===== src/rtl/vga_background_fetch_pkg.sv =====
// vga_background_fetch_pkg: shared VGA background constants and fetch FSM encoding
package vga_background_fetch_pkg;
  localparam int BG_WORDS_PER_LINE = 2;
  localparam int BG_PIXEL_BITS     = 2;
  localparam int BG_WORD_W         = 32;
  typedef enum logic [1:0] {ST_IDLE, ST_REQ0, ST_REQ1} bg_fetch_state_t;
endpackage


===== src/rtl/vga_background_fetch_if.sv =====
// vga_background_fetch_if: word-addressed read port between the fetcher (master) and memory (slave)
//   mem_req/mem_addr : request held until acknowledged, address stable meanwhile
//   mem_ack/mem_rdata: single-cycle acknowledge with data in the same cycle
interface vga_background_fetch_if
  import vga_background_fetch_pkg::*;
#(
  parameter int ADDR_W = 16
);
  logic                 mem_req;
  logic [ADDR_W-1:0]    mem_addr;
  logic                 mem_ack;
  logic [BG_WORD_W-1:0] mem_rdata;
  modport master (output mem_req, mem_addr, input mem_ack, mem_rdata);
  modport slave  (input mem_req, mem_addr, output mem_ack, mem_rdata);
endinterface


===== src/rtl/vga_background_fetch.sv =====
// vga_background_fetch: prefetches two background words per line during hblank and strobes them into the shifters
//   clk, reset (sync, active-high)
//   h_counter/h_active_start/h_active_end : horizontal timing
//   fetch_enable, line_index, bg_base     : sampled when the fetch triggers at h_active_end
//   mem                                   : memory read port (master side)
//   bg_pixels, bg_pixels_load_0/1         : shared shifter data bus and per-shifter load strobes
//   busy, underrun, underrun_clear        : status; underrun is sticky, a new underrun beats a clear
module vga_background_fetch
  import vga_background_fetch_pkg::*;
#(
  parameter int ADDR_W = 16,
  parameter int LINE_W = 9
) (
  input  logic                  clk,
  input  logic                  reset,
  input  logic [9:0]            h_counter,
  input  logic [9:0]            h_active_start,
  input  logic [9:0]            h_active_end,
  input  logic                  fetch_enable,
  input  logic [LINE_W-1:0]     line_index,
  input  logic [ADDR_W-1:0]     bg_base,
  vga_background_fetch_if.master mem,
  output logic [BG_WORD_W-1:0]  bg_pixels,
  output logic                  bg_pixels_load_0,
  output logic                  bg_pixels_load_1,
  output logic                  busy,
  output logic                  underrun,
  input  logic                  underrun_clear
);
  bg_fetch_state_t      state, state_n;
  logic                 req_n, l0_n, l1_n, und_n;
  logic [ADDR_W-1:0]    addr_n, row_addr;
  logic [BG_WORD_W-1:0] pix_n;
  logic                 deadline;
  // each background row spans BG_WORDS_PER_LINE consecutive words; address math wraps
  assign row_addr = bg_base + ADDR_W'({line_index, 1'b0});
  assign deadline = h_counter == h_active_start;
  assign busy     = state != ST_IDLE;
  always_comb begin
    state_n = state;
    req_n   = mem.mem_req;
    addr_n  = mem.mem_addr;
    pix_n   = bg_pixels;
    l0_n    = 1'b0;
    l1_n    = 1'b0;
    und_n   = underrun & ~underrun_clear;
    case (state)
      ST_IDLE: if (h_counter == h_active_end && fetch_enable) begin
        state_n = ST_REQ0;
        req_n   = 1'b1;
        addr_n  = row_addr;
      end
      ST_REQ0: if (mem.mem_ack) begin
        state_n = ST_REQ1;
        pix_n   = mem.mem_rdata;
        l0_n    = 1'b1;
        addr_n  = mem.mem_addr + ADDR_W'(1);
      end else if (deadline) begin
        state_n = ST_IDLE;
        req_n   = 1'b0;
        und_n   = 1'b1;
      end
      ST_REQ1: if (mem.mem_ack) begin
        state_n = ST_IDLE;
        pix_n   = mem.mem_rdata;
        l1_n    = 1'b1;
        req_n   = 1'b0;
      end else if (deadline) begin
        state_n = ST_IDLE;
        req_n   = 1'b0;
        und_n   = 1'b1;
      end
      default: begin
        state_n = ST_IDLE;
        req_n   = 1'b0;
      end
    endcase
  end
  always_ff @(posedge clk) begin
    if (reset) begin
      state            <= ST_IDLE;
      mem.mem_req      <= 1'b0;
      mem.mem_addr     <= '0;
      bg_pixels        <= '0;
      bg_pixels_load_0 <= 1'b0;
      bg_pixels_load_1 <= 1'b0;
      underrun         <= 1'b0;
    end else begin
      state            <= state_n;
      mem.mem_req      <= req_n;
      mem.mem_addr     <= addr_n;
      bg_pixels        <= pix_n;
      bg_pixels_load_0 <= l0_n;
      bg_pixels_load_1 <= l1_n;
      underrun         <= und_n;
    end
  end
endmodule

===== src/flat_wrapper.sv =====
// flat-port wrapper written by rule: the top's interface ports become plain ports
module vga_background_fetch_flat import vga_background_fetch_pkg::*;
#(
  parameter int ADDR_W = 16,
  parameter int LINE_W = 9
)
  (clk, reset, h_counter, h_active_start, h_active_end, fetch_enable, line_index, bg_base, bg_pixels, bg_pixels_load_0, bg_pixels_load_1, busy, underrun, underrun_clear, mem_mem_req, mem_mem_addr, mem_mem_ack, mem_mem_rdata);
  vga_background_fetch_if #(.ADDR_W(ADDR_W)) mem_i ();
  input  logic clk;
  input  logic reset;
  input  logic [9:0] h_counter;
  input  logic [9:0] h_active_start;
  input  logic [9:0] h_active_end;
  input  logic fetch_enable;
  input  logic [LINE_W-1:0] line_index;
  input  logic [ADDR_W-1:0] bg_base;
  output logic [BG_WORD_W-1:0] bg_pixels;
  output logic bg_pixels_load_0;
  output logic bg_pixels_load_1;
  output logic busy;
  output logic underrun;
  input  logic underrun_clear;
  output wire logic [$bits(mem_i.mem_req)-1:0] mem_mem_req;
  output wire logic [$bits(mem_i.mem_addr)-1:0] mem_mem_addr;
  input wire logic [$bits(mem_i.mem_ack)-1:0] mem_mem_ack;
  input wire logic [$bits(mem_i.mem_rdata)-1:0] mem_mem_rdata;
  assign mem_mem_req = mem_i.mem_req;
  assign mem_mem_addr = mem_i.mem_addr;
  assign mem_i.mem_ack = mem_mem_ack;
  assign mem_i.mem_rdata = mem_mem_rdata;
  vga_background_fetch #(.ADDR_W(ADDR_W), .LINE_W(LINE_W)) u_core (.clk(clk), .reset(reset), .h_counter(h_counter), .h_active_start(h_active_start), .h_active_end(h_active_end), .fetch_enable(fetch_enable), .line_index(line_index), .bg_base(bg_base), .mem(mem_i), .bg_pixels(bg_pixels), .bg_pixels_load_0(bg_pixels_load_0), .bg_pixels_load_1(bg_pixels_load_1), .busy(busy), .underrun(underrun), .underrun_clear(underrun_clear));
endmodule

===== config.mk =====
export PLATFORM = sky130hd
export DESIGN_NAME = vga_background_fetch_flat
export DESIGN_NICKNAME = d
export VERILOG_FILES = /design/src/rtl/vga_background_fetch_pkg.sv /design/src/rtl/vga_background_fetch_if.sv /design/src/rtl/vga_background_fetch.sv /design/src/flat_wrapper.sv
export SDC_FILE = /design/constraint.sdc
export NUM_CORES = 1
export LEC_CHECK = 0
export ABC_CLOCK_PERIOD_IN_PS = 2950
export CORE_ASPECT_RATIO = 0.9
export CORE_UTILIZATION = 42
export DETAILED_ROUTE_END_ITERATION = 7
export PLACE_DENSITY_LB_ADDON = 0.15
export SLEW_MARGIN = 20
export SYNTH_ARGS = -nofsm -noshare
export SYNTH_HDL_FRONTEND = slang
export SYNTH_SLANG_ARGS = --single-unit

===== constraint.sdc =====
create_clock -name clk -period 2.95 [get_ports clk]
set_input_delay 0.59 -clock clk [delete_from_list [all_inputs] [get_ports clk]]
set_output_delay 0.59 -clock clk [all_outputs]
set_load 0.01 [all_outputs]

After elaboration in Yosys (flattened, before gate mapping)
Index checks and enable logic that the tools add are counted.
- bits of input ports: 92
- bits in registers: 54
- logic and storage cells: 47
- output and inout port bits: 53
- reductions and logical operators: 10
- equality and inequality tests: 7
- mux-type cells: 17
- bitwise logic cells: 4
- add/sub/neg operators: 2
- operators by type and width (kind ; number):
    16-bit 2-to-1 mux ; 2
    16-bit case mux with 2 select lines ; 1
    10-bit == test ; 2
    16-bit by 1-bit adder with 16-bit output (second input constant) ; 1
    16-bit by 10-bit adder with 16-bit output ; 1
    1-bit 2-to-1 mux ; 8
    2-bit 2-to-1 mux ; 4
    2-bit case mux with 3 select lines ; 1
    2-bit OR reduction ; 3
    2-bit inequality test (second input constant) ; 2
    2-bit AND reduction ; 2
    2-bit nonzero test ; 2
    1-bit NOT ; 3
    1-bit case mux with 3 select lines ; 1
    3-bit AND reduction ; 1
    2-bit by 1-bit == test with 1-bit output (second input constant) ; 1
    2-bit == test (second input constant) ; 1
    2-bit logical NOT ; 1
    2-bit by 1-bit inequality test with 1-bit output (second input constant) ; 1
    1-bit bitwise AND ; 1
    1-bit logical AND ; 1

Depth between registers and ports, before layout
Gate-level depths: netlist (run 1).
- depth after elaboration: 5
- mapped depth: 10
- mapped depth without buffers: 9

Least setup slack after synthesis (run 1)
No wires, ideal clock.
- path kind: input to register
- from: input port line_index[0]
- to: register u_core.mem.mem_addr[11]
- required time: 2.876 ns
- setup time: 0.074 ns
- path slack: 0.694 ns
- stages on the path: 9
- data arrival time: 2.181 ns
- buffers on the path: 0
- cell sequence: ha_1 inv_1 fa_1 nor2b_1 o22ai_1 o21ai_1 nand3_1 a211o_1 a31oi_1
- word-level cells in the longest chain between the ends: 3
- RTL lines (element ; line ; RTL):
    start, declared ; flat_wrapper.sv:15 ; input logic [LINE_W-1:0] line_index;
    16-bit by 10-bit adder with 16-bit output ; vga_background_fetch.sv:36 ; assign row_addr = bg_base + ADDR_W'({line_index, 1'b0});
    16-bit 2-to-1 mux ; vga_background_fetch.sv:48 ; ST_IDLE: if (h_counter == h_active_end && fetch_enable) begin
    16-bit case mux with 2 select lines ; vga_background_fetch.sv:47 ; case (state)
    end signal, assigned ; vga_background_fetch.sv:91 ; mem.mem_addr <= addr_n;
    end, declared ; vga_background_fetch_if.sv:13 ; modport master (output mem_req, mem_addr, input mem_ack, mem_rdata);
No other way between the ends. The select of a mux whose other input is x is not followed.
A chain may end at the register's enable or synchronous reset.

Final worst setup path (run 1)
Ends and elaborated chain as after synthesis.

==> reports/metrics.yaml, run 1 <==
die:
  die_h_um: 84.2
  fp.dieW_um: 93.4
  rows: 29
  die_area_um2: 7870
  initial_core_util_pct: 44.2
  core_area_um2: 7150
  pin_count: 145
drt:
  wirelength_um: 8890
  ant_nets: 0
  route.vias.total: 3454
  firstDrtPassIters: 5
  viasPerCell: 5.34
  dr.first_iter.drc_count: 131
  drc: 0
  wl_per_cell_um: 13.7
sta:
  finClkSkew_ns: 0.00390
  fin_crit_sh_pct: 90.0
  maxSlewViolCount: 0
  setup_ws_ns: 0.296
  finalHoldViolCount: 0
  rsz0062_at_grt: "no"
  fmax_mhz: 377
  setup_viol: 0
  min_period_ns: 2.65
  slew_headroom_pct: 54.1
  tightest_slew_ns: 0.681
  fin_setup_tns_ns: 0
logic_synthesis:
  synth_area_um2: 3160
  synthFlopType: "dfxtp_1"
  yosys_warnings: 0
  avgSynthCellArea_um2: 7.64
  synth-edff-count: 0
  synth_commonest_cells: "nand2_1 (86), a21oi_1 (54), dfxtp_1 (54)"
  synth_top_area_share_pct: 34.2
  netlist_top_cells_area: "dfxtp_1 (34%), nand2_1 (10%), a21oi_1 (8.6%), ha_1 (5.5%), xnor2_1 (5.5%)"
  syn-num-nets: 520
  syn_inst: 413
  synth_area_leader_cell: "dfxtp_1"
  ys_seq_elements: 54
  ys_seq_area_share_pct: 34.2
  synth.distinct_cells: 50
  synthArstFlopShare_pct: 0
  yosysMostFrequentCell: "nand2_1"
global_routing:
  grtUsageTotal_pct: 22.7
  grt_pass1_wl_um: 14600
  grt_antenna_before_repair: 0
  grt_pass1_vias: 3188
  grt_max_degree: 33
  grt-ovfl-total: 0
clock_network:
  ctsHtreeMaxLevel: 2
  cts.sinks: 54
  numCtsBuffers: 5
  cts_tree: "built"
  clock_path_buffers: 2
  cts.reportedPaths.clkPinSlew_ns: 0.10
  holdBufCountCts: 0
  clk_latency_ns: 0.30
  cts_resized: 0
  post-cts-setup-buffers: 0
  cts-root-buf: "clkbuf_8"
power_and_ir_drop:
  power.density_nw_per_um2: 352
  max-vdd-ir-drop_uv: 210
  leakagePower_uw: 0.00171
  power_uw: 1700
critical_path:
  cp_data_arrival_time_ns: 2.89
  crit_fanout: 4
  crit_type: "input pin to flop"
  crit_buf_inv: 2
  critPathTopFamily: "compound AO/OA/AOI/OAI gates"
  cp_cell_sequence: "clkdlybuf4s50_1, ha_1, inv_1, fa_1, nor2b_1, o22ai_1, o21ai_1, nand3_1, a211o_1, a31oi_1"
  worstReg2RegStart: "u_core.state[1]"
  slowest_delay_ns: 0.46
  critPathSlowestCell: "clkdlybuf4s50_1"
  timing.rr.end: "u_core.mem.mem_addr[14]"
  critPathLaunchType: "input pin"
  worst_r2r_path_depth: 8
  r2r_slack_ns: 0.60
  required_ns: 3.19
  worstSetupEndpointType: "flop"
layout:
  layout.nets: 660
  final_core_util_pct: 67.3
  diodes: 0
  area_growth_pct: 52.4
  fin_cells: 647
  fillers: 637
  drive_gt1_share_pct: 4.33
min_path:
  min_path_type: "flop to flop"
  holdPathEnd: "u_core.bg_pixels[29]"
  min-delay-start: "u_core.bg_pixels[29]"
  hold_depth: 2
place:
  gp_congestion: 0.828
  portBuffers: 144
  dp.cells: 639
  dpl_worst_slack_ns: 0.0198
  hpwlAfterDp_um: 6830
job:
  drv_cap: 0
outcome:
  outcome: "complete, no violations"
[cells in the final DEF (no fill, tap or decap), types with 3 or more instances in the layout]
cell             synthesis  routed
nor2b_1                  3       3
xnor2_1                 20      20
o211ai_1                 3       3
nand2_1                 86      86
o21ai_0                 21      21
a21o_1                   9       9
xor2_1                   8       8
a21oi_1                 54      54
o21ai_1                  4       4
clkdlybuf4s50_1          0     143
nand4_1                 10      10
a211o_1                  3       3
a32oi_1                  3       3
o22ai_1                  4       4
and2_1                   3       3
or3_1                    5       5
nor3_1                   7       7
nand3_1                 12      12
clkbuf_8                 0       6
nor2_1                  15      15
inv_1                   15      15
and3_1                   6       6
buf_4                    0       9
ha_1                    14      14
dfxtp_1                 54      54
[power by group]
group	internal (uW)	total, uW	switching [uW]
logic	258	488	230
registers	751	764	13.2
clock network	194	443	249
total	1200	1700	492
[worst max path at each step]
stage	from	endpoint	slack, ns	cells past startpoint
after floorplan	line_index[0]	u_core.mem.mem_addr[11]	0.69	9
after global placement	line_index[0]	u_core.mem.mem_addr[11]	0.07	10
after detailed placement	line_index[0]	u_core.mem.mem_addr[11]	0.02	10
after CTS	line_index[0]	u_core.mem.mem_addr[11]	0.34	10
after global routing	line_index[0]	u_core.mem.mem_addr[11]	0.09	10
final	line_index[0]	u_core.mem.mem_addr[11]	0.30	10
[through the flow]
step	area [um^2]	hold slack [ns]
after floorplan	3160	0.481
after global placement	4710	0.441
after detailed placement	4710	0.446
after CTS	4810	0.461
after global routing	4810	0.479
final	4810	0.461
[layout make-up]
class | count | area, um^2 | area share (%)
Clock buffer | 6 | 82.6 | 1.72
Multi-Input combinational cell | 323 | 1930 | 40.2
Tap cell | 93 | 116 | 2.42
Timing Repair Buffer | 154 | 1520 | 31.7
Sequential cell | 54 | 1080 | 22.5
Clock inverter | 2 | 17.5 | 0.364
Inverter | 15 | 56.3 | 1.17
[registers in the layout, summed over array words and instances (netlist names)]
register / cells
u_core.bg_pixels: 32
u_core.bg_pixels_load_0: 1
u_core.bg_pixels_load_1: 1
u_core.mem.mem_addr: 16
u_core.mem.mem_req: 1
u_core.state: 2
u_core.underrun: 1
[routing by layer]
metal,GRT usage [%],routed length [um]
met1,30.6,3950
met2,37.0,4110
met3,4.80,723
met4,5.73,109
met5,0,0
[tightest hold or removal path: cells and delay by family (launching register included)]
family / cells / cell delay (ns)
flip-flops: 1 / 0.32
AND/OR/NAND/NOR: 1 / 0.05
AO/OA/AOI/OAI: 1 / 0.05
[kinds of logic (layout without fill, tap and decap cells)]
family | after synthesis | after routing | synth area share, %
AND/OR/NAND/NOR | 159 | 159 | 23.4
AO/OA/AOI/OAI | 119 | 119 | 23.2
flip-flops | 54 | 54 | 34.2
buffers and inverters | 36 | 177 | 4.56
XOR/XNOR | 28 | 28 | 7.77
adder cells (fa/ha/maj) | 15 | 15 | 6.18
multiplexers | 2 | 2 | 0.634
No activity file was read; power rests on OpenSTA's default activity.
==> run 2, diff against run 1 <==
--- a/config.mk
+++ b/config.mk
@@ -8,5 +8,6 @@
 export ABC_CLOCK_PERIOD_IN_PS = 2950
 export CORE_ASPECT_RATIO = 0.9
-export CORE_UTILIZATION = 42
+export CORE_UTILIZATION = 43
+export CTS_BUF_LIST = sky130_fd_sc_hd__clkbuf_8
 export DETAILED_ROUTE_END_ITERATION = 7
 export PLACE_DENSITY_LB_ADDON = 0.15
==> constraint.sdc (replaced) <==
create_clock -name clk -period 2.95 [get_ports clk]
set_input_delay 0.295 -clock clk [delete_from_list [all_inputs] [get_ports clk]]
set_output_delay 0.295 -clock clk [all_outputs]
set_load 0.01 [all_outputs]
==> run 2 against run 1 <==
Effect of this change:
- via count is 0.81% lower
- highest routed layer unchanged
- wire length is 2.5% lower
- sequential share of layout area is 0.15 points higher
- largest cell class unchanged
- worst hold slack worse by 0.065 ns
- critical path type unchanged
- clock-buffer cell count is 1 lower
==> reports/metrics.yaml, run 2 (synthesis results as in run 1) <==
layout:
  largest_reg_flops: 32  # unchanged
  drive_gt1_share_pct: 3.46  # was 4.33%
  final_common_cell: "clkdlybuf4s50_1"  # unchanged
  diodes: 0  # unchanged
  fillers: 628  # was 637
  top_regs: "u_core.bg_pixels: 32 flops, u_core.mem.mem_addr: 16 flops, u_core.state: 2 flops"  # unchanged
  largest-register: "u_core.bg_pixels"  # unchanged
  layout.nets: 655  # was 660
  area_growth_pct: 51.3  # was 52.4%
  mostFrequentLayoutCells: "clkdlybuf4s50_1 (143), nand2_1 (86), a21oi_1 (54), dfxtp_1 (54), o21ai_0 (21)"  # unchanged
  fin_cells: 642  # was 647
clock_network:
  holdBufCountCts: 0  # unchanged
  clock_path_buffers: 2  # unchanged
  cts-root-buf: "clkbuf_8"  # unchanged
  cts_tree: "built"  # unchanged
  cts_resized: 0  # unchanged
  numCtsBuffers: 5  # unchanged
  cts.reportedPaths.clkPinSlew_ns: 0.11  # was 0.10 ns
  ctsHtreeMaxLevel: 2  # unchanged
  post-cts-setup-buffers: 0  # unchanged
  cts.sinks: 54  # unchanged
  clk_latency_ns: 0.31  # was 0.30 ns
sta:
  fin_crit_sh_pct: 80.5  # was 90.0%
  maxSlewViolCount: 0  # unchanged
  finClkSkew_ns: 0.00991  # was 0.00390 ns
  min_period_ns: 2.37  # was 2.65 ns
  fmax_mhz: 421  # was 377 MHz
  slew_headroom_pct: 30.6  # was 54.1%
  finalHoldViolCount: 0  # unchanged
  tightest_slew_ns: 1.04  # was 0.681 ns
  fin_setup_tns_ns: 0  # unchanged
  rsz0062_at_grt: "no"  # unchanged
  setup_viol: 0  # unchanged
min_path:
  min_path_type: "input pin to flop"  # was flop to flop
  min-delay-start: "reset"  # was u_core.bg_pixels[29]
  hold_depth: 2  # unchanged
  holdPathEnd: "u_core.mem.mem_addr[8]"  # was u_core.bg_pixels[29]
critical_path:
  critPathLaunchType: "input pin"  # unchanged
  r2r_slack_ns: 0.72  # was 0.60 ns
  worstReg2RegStart: "u_core.state[1]"  # unchanged
  crit_fanout: 4  # unchanged
  cp_data_arrival_time_ns: 2.62  # was 2.89 ns
  timing.rr.end: "u_core.mem.mem_addr[14]"  # unchanged
  worst_r2r_path_depth: 8  # unchanged
  crit_type: "input pin to flop"  # unchanged
  required_ns: 3.20  # was 3.19 ns
  worstSetupEndpointType: "flop"  # unchanged
job:
  drv_cap: 0  # unchanged
die:
  die_h_um: 83.3  # was 84.2 um
  die_area_um2: 7690  # was 7870 um^2
  rows: 29  # unchanged
  pin_count: 145  # unchanged
  core_area_um2: 7080  # was 7150 um^2
  initial_core_util_pct: 44.6  # was 44.2%
  fp.dieW_um: 92.3  # was 93.4 um
place:
  portBuffers: 144  # unchanged
  hpwlAfterDp_um: 6640  # was 6830 um
  gp_congestion: 0.865  # was 0.828
  dp.cells: 634  # was 639
global_routing:
  grt-ovfl-total: 0  # unchanged
  grt_antenna_before_repair: 0  # unchanged
  grt_pass1_wl_um: 14700  # was 14,600 um
  grt_pass1_vias: 3338  # was 3,188
  grtUsageTotal_pct: 22.9  # was 22.7%
  grt_max_degree: 41  # was 33
drt:
  dr.first_iter.drc_count: 178  # was 131
  drc: 0  # unchanged
  wirelength_um: 8670  # was 8890 um
  ant_nets: 0  # unchanged
  route.vias.total: 3426  # was 3,454
  firstDrtPassIters: 4  # was 5
  wl_per_cell_um: 13.5  # was 13.7 um
  viasPerCell: 5.34  # about the same
power_and_ir_drop:
  leakagePower_uw: 0.00169  # was 0.00171 uW
  max-vdd-ir-drop_uv: 286  # was 210 uV
  power.density_nw_per_um2: 368  # was 352 nW/um^2
outcome:
  outcome: "complete, no violations"  # unchanged
-- run 2: metrics by stage --
step / hold slack, ns / power (uW) / area [um^2] / worst slack [ns] / utilization, %
floorplan: 0.409 / 1020 / 3160 / 0.935 / -
global placement: 0.441 / 1250 / 4660 / 0.318 / 65.9
detailed placement: 0.446 / 1250 / 4660 / 0.249 / 65.9
CTS: 0.387 / 1770 / 4780 / 0.558 / 67.5
global route: 0.408 / 1850 / 4780 / 0.397 / 67.5
finish: 0.396 / 1760 / 4780 / 0.576 / 67.5
-- run 2: worst max-delay path by stage --
stage	startpoint	end	slack, ns
2_1_floorplan	u_core.state[1]	u_core.mem.mem_addr[1]	0.93
3_3_place_gp	line_index[0]	u_core.mem.mem_addr[11]	0.32
3_5_place_dp	line_index[0]	u_core.mem.mem_addr[11]	0.25
4_1_cts	line_index[0]	u_core.mem.mem_addr[11]	0.56
5_1_grt	bg_base[1]	u_core.mem.mem_addr[11]	0.40
6_report	line_index[0]	u_core.mem.mem_addr[11]	0.58
-- run 2: routing by layer --
metal	wire [um]	share of wire [%]	global-route usage [%]
met3	517	6.0	4.40
met4	42	0.48	3.27
met1	3910	45	29.5
met5	0	0	0
met2	4200	48	40.2
-- run 2: final cells by class --
type,instances,area (um^2),share of cell area [%]
multi-input combinational,323,1930,40.4
sequential,54,1080,22.6
inverter,15,56.3,1.18
timing repair buffer,149,1470,30.9
tap,93,116,2.44
clock inverter,3,48.8,1.02
clock buffer,5,68.8,1.44
-- run 2: worst max-delay path: stages --
cell	delay, ns
clkdlybuf4s50_1	0.47
ha_1	0.17
inv_1	0.05
fa_1	0.37
nor2b_1	0.20
o22ai_1	0.15
o21ai_1	0.35
nand3_1	0.12
a211o_1	0.30
a31oi_1	0.15
-- run 2: power by group --
group	leakage, uW	internal, uW	total, uW	switching [uW]
registers	0.000436	751	765	13.3
logic	0.00120	249	475	226
clock network	0.0000563	259	517	258
total	0.00169	1260	1760	498
==> run 3, diff against run 2 <==
ABC_CLOCK_PERIOD_IN_PS = 2200   (was 2950)
clock period = 2.2 ns   (was 2.95 ns; I/O delays follow)
==> run 3 against run 2 <==
Effect of this change:
- final area grew 7.4%
- sequential power up 35%
- global-route usage is 1.3 points higher
- via count rose by 4.9%
- combinational power increased by 52%
- register-to-register slack worse by 0.60 ns
- critical endpoint is now u_core.mem.mem_addr[8]
- largest cell class unchanged
- largest power group unchanged
==> reports/metrics.yaml, run 3 (synthesis results as in run 1) <==
outcome:
  outcome: "complete, no violations"  # unchanged
clock_network:
  cts_tree: "built"  # unchanged
  clock_path_buffers: 2  # unchanged
  clk_latency_ns: 0.31  # about the same
  numCtsBuffers: 5  # unchanged
  cts.sinks: 54  # unchanged
  cts-root-buf: "clkbuf_8"  # unchanged
  ctsHtreeMaxLevel: 2  # unchanged
  holdBufCountCts: 0  # unchanged
  cts.reportedPaths.clkPinSlew_ns: 0.10  # was 0.11 ns
layout:
  drive_gt1_share_pct: 11.3  # was 3.46%
  final_common_cell: "clkdlybuf4s50_1"  # unchanged
  fin_cells: 685  # was 642
  largest-register: "u_core.bg_pixels"  # unchanged
  final_core_util_pct: 72.5  # was 67.5%
  layout.nets: 698  # was 655
  fillers: 600  # was 628
  postLayoutCellArea_um2: 5130  # was 4780 um^2
  top_regs: "u_core.bg_pixels: 32 flops, u_core.mem.mem_addr: 16 flops, u_core.state: 2 flops"  # unchanged
  mostFrequentLayoutCells: "clkdlybuf4s50_1 (143), nand2_1 (86), a21oi_1 (54), dfxtp_1 (54), buf_4 (47)"  # was clkdlybuf4s50_1 (143), nand2_1 (86), a21oi_1 (54), dfxtp_1 (54), o21ai_0 (21)
  diodes: 0  # unchanged
  area_growth_pct: 62.6  # was 51.3%
  largest_reg_flops: 32  # unchanged
power_and_ir_drop:
  leakagePower_uw: 0.00191  # was 0.00169 uW
  power.density_nw_per_um2: 480  # was 368 nW/um^2
  max-vdd-ir-drop_uv: 301  # was 286 uV
  power_uw: 2460  # was 1760 uW
critical_path:
  crit_type: "input pin to flop"  # unchanged
  slowest_delay_ns: 0.54  # was 0.47 ns
  required_ns: 2.44  # was 3.20 ns
  cp_cell_sequence: "clkdlybuf4s50_1, xnor2_1, buf_4, nand4_1, or4_4, or4b_1, a21oi_1"  # was clkdlybuf4s50_1, ha_1, inv_1, fa_1, nor2b_1, o22ai_1, o21ai_1, nand3_1, a211o_1, a31oi_1
  critPathLaunchType: "input pin"  # unchanged
  crit_fanout: 4  # unchanged
  cp_data_arrival_time_ns: 2.33  # was 2.62 ns
  critPathSlowestCell: "or4b_1"  # was clkdlybuf4s50_1
  worstSetupEndpointType: "flop"  # unchanged
sta:
  min_period_ns: 2.10
  finalHoldViolCount: 0  # unchanged
  fin_crit_sh_pct: 95.3
  setup_viol: 0  # unchanged
  tightest_slew_ns: 0.657  # was 1.04 ns
  maxSlewViolCount: 0  # unchanged
  worst_hold_slack_ns: 0.439  # was 0.396 ns
  finClkSkew_ns: 0.00946  # was 0.00991 ns
  slew_headroom_pct: 56.2  # was 30.6%
  fmax_mhz: 477
die:
  rows: 29  # unchanged
  die_h_um: 83.3  # unchanged
  die_area_um2: 7690  # unchanged
  pin_count: 145  # unchanged
  initial_core_util_pct: 44.6  # unchanged
  fp.dieW_um: 92.3  # unchanged
  core_area_um2: 7080  # unchanged
drt:
  ant_nets: 0  # unchanged
  drc: 0  # unchanged
  firstDrtPassIters: 4  # unchanged
  dr.first_iter.drc_count: 190  # was 178
  viasPerCell: 5.25  # was 5.34
  route.vias.total: 3593  # was 3,426
  wl_per_cell_um: 13.5  # about the same
  wirelength_um: 9220  # was 8670 um
global_routing:
  grtUsageTotal_pct: 24.2  # was 22.9%
  grt_pass1_vias: 3312  # was 3,338
  grt_antenna_before_repair: 0  # unchanged
  grt_max_degree: 37  # was 41
  grt-ovfl-total: 0  # unchanged
  grt_pass1_wl_um: 15200  # was 14,700 um
min_path:
  min_path_type: "input pin to flop"  # unchanged
place:
  gp_congestion: 0.839  # was 0.865
  hpwlAfterDp_um: 7120  # was 6640 um
  dp.cells: 675  # was 634
  place_area_um2: 4980  # was 4660 um^2
  portBuffers: 144  # unchanged
job:
  drv_cap: 0  # unchanged
-- run 3: stage by stage --
| step | TNS [ns] | worst slack [ns] |
|---|---|---|
| 2_1_floorplan | 0 | 0.185 |
| 3_3_place_gp | -2.03 | -0.244 |
| 3_5_place_dp | -2.78 | -0.299 |
| 4_1_cts | 0 | 0.0387 |
| 5_1_grt | -0.00374 | -0.00374 |
| 6_report | 0 | 0.103 |
-- run 3: final timing paths --
kind                       startpoint                     end  slack [ns]  cells past startpoint
setup / recovery         h_counter[5]  u_core.mem.mem_addr[8]        0.10                      7
hold / removal      mem_mem_rdata[29]    u_core.bg_pixels[29]        0.44                      3
setup reg to reg      u_core.state[0]  u_core.mem.mem_addr[8]        0.12                      6
hold reg to reg   u_core.bg_pixels[5]     u_core.bg_pixels[5]        0.46                      2
-- run 3: cell type report --
cell class,count,area (um^2),share of cell area (%)
clock inverters,2,38.8,0.756
clock buffers,6,82.6,1.61
repair buffers,192,1810,35.3
well taps,93,116,2.27
inverters,15,56.3,1.10
flip-flops and latches,54,1080,21.1
multi-input cells,323,1950,38.0
-- run 3: report_power, final --
part / switching [uW] / total, uW / internal, uW
Combinational: 324 / 723 / 399
Clock: 341 / 716 / 375
Sequential: 18.0 / 1030 / 1010
Total: 682 / 2460 / 1780
-- run 3: repair_timing --
action / in CTS / in global routing
setup buffers: 0 / 2
resized for setup: 0 / 6
hold endpoints to repair: 0 / 0
endpoints found under the setup margin: 0 / 14
-- run 3: per-layer routing --
metal / vias up / routed length (um) / global-route usage [%]
li1: 1815 / - / -
met1: 1653 / 3990 / 31.5
met2: 121 / 4520 / 41.3
met3: 4 / 670 / 5.59
met4: 0 / 32 / 3.84
met5: - / 0 / 0
-- run 3: critical path, delay by kind of cell --
| family | cells | cell delay (ns) |
|---|---|---|
| xor+xnor | 1 | 0.25 |
| compound gates | 1 | 0.16 |
| simple gates | 3 | 1.09 |
| buf+inv | 2 | 0.61 |
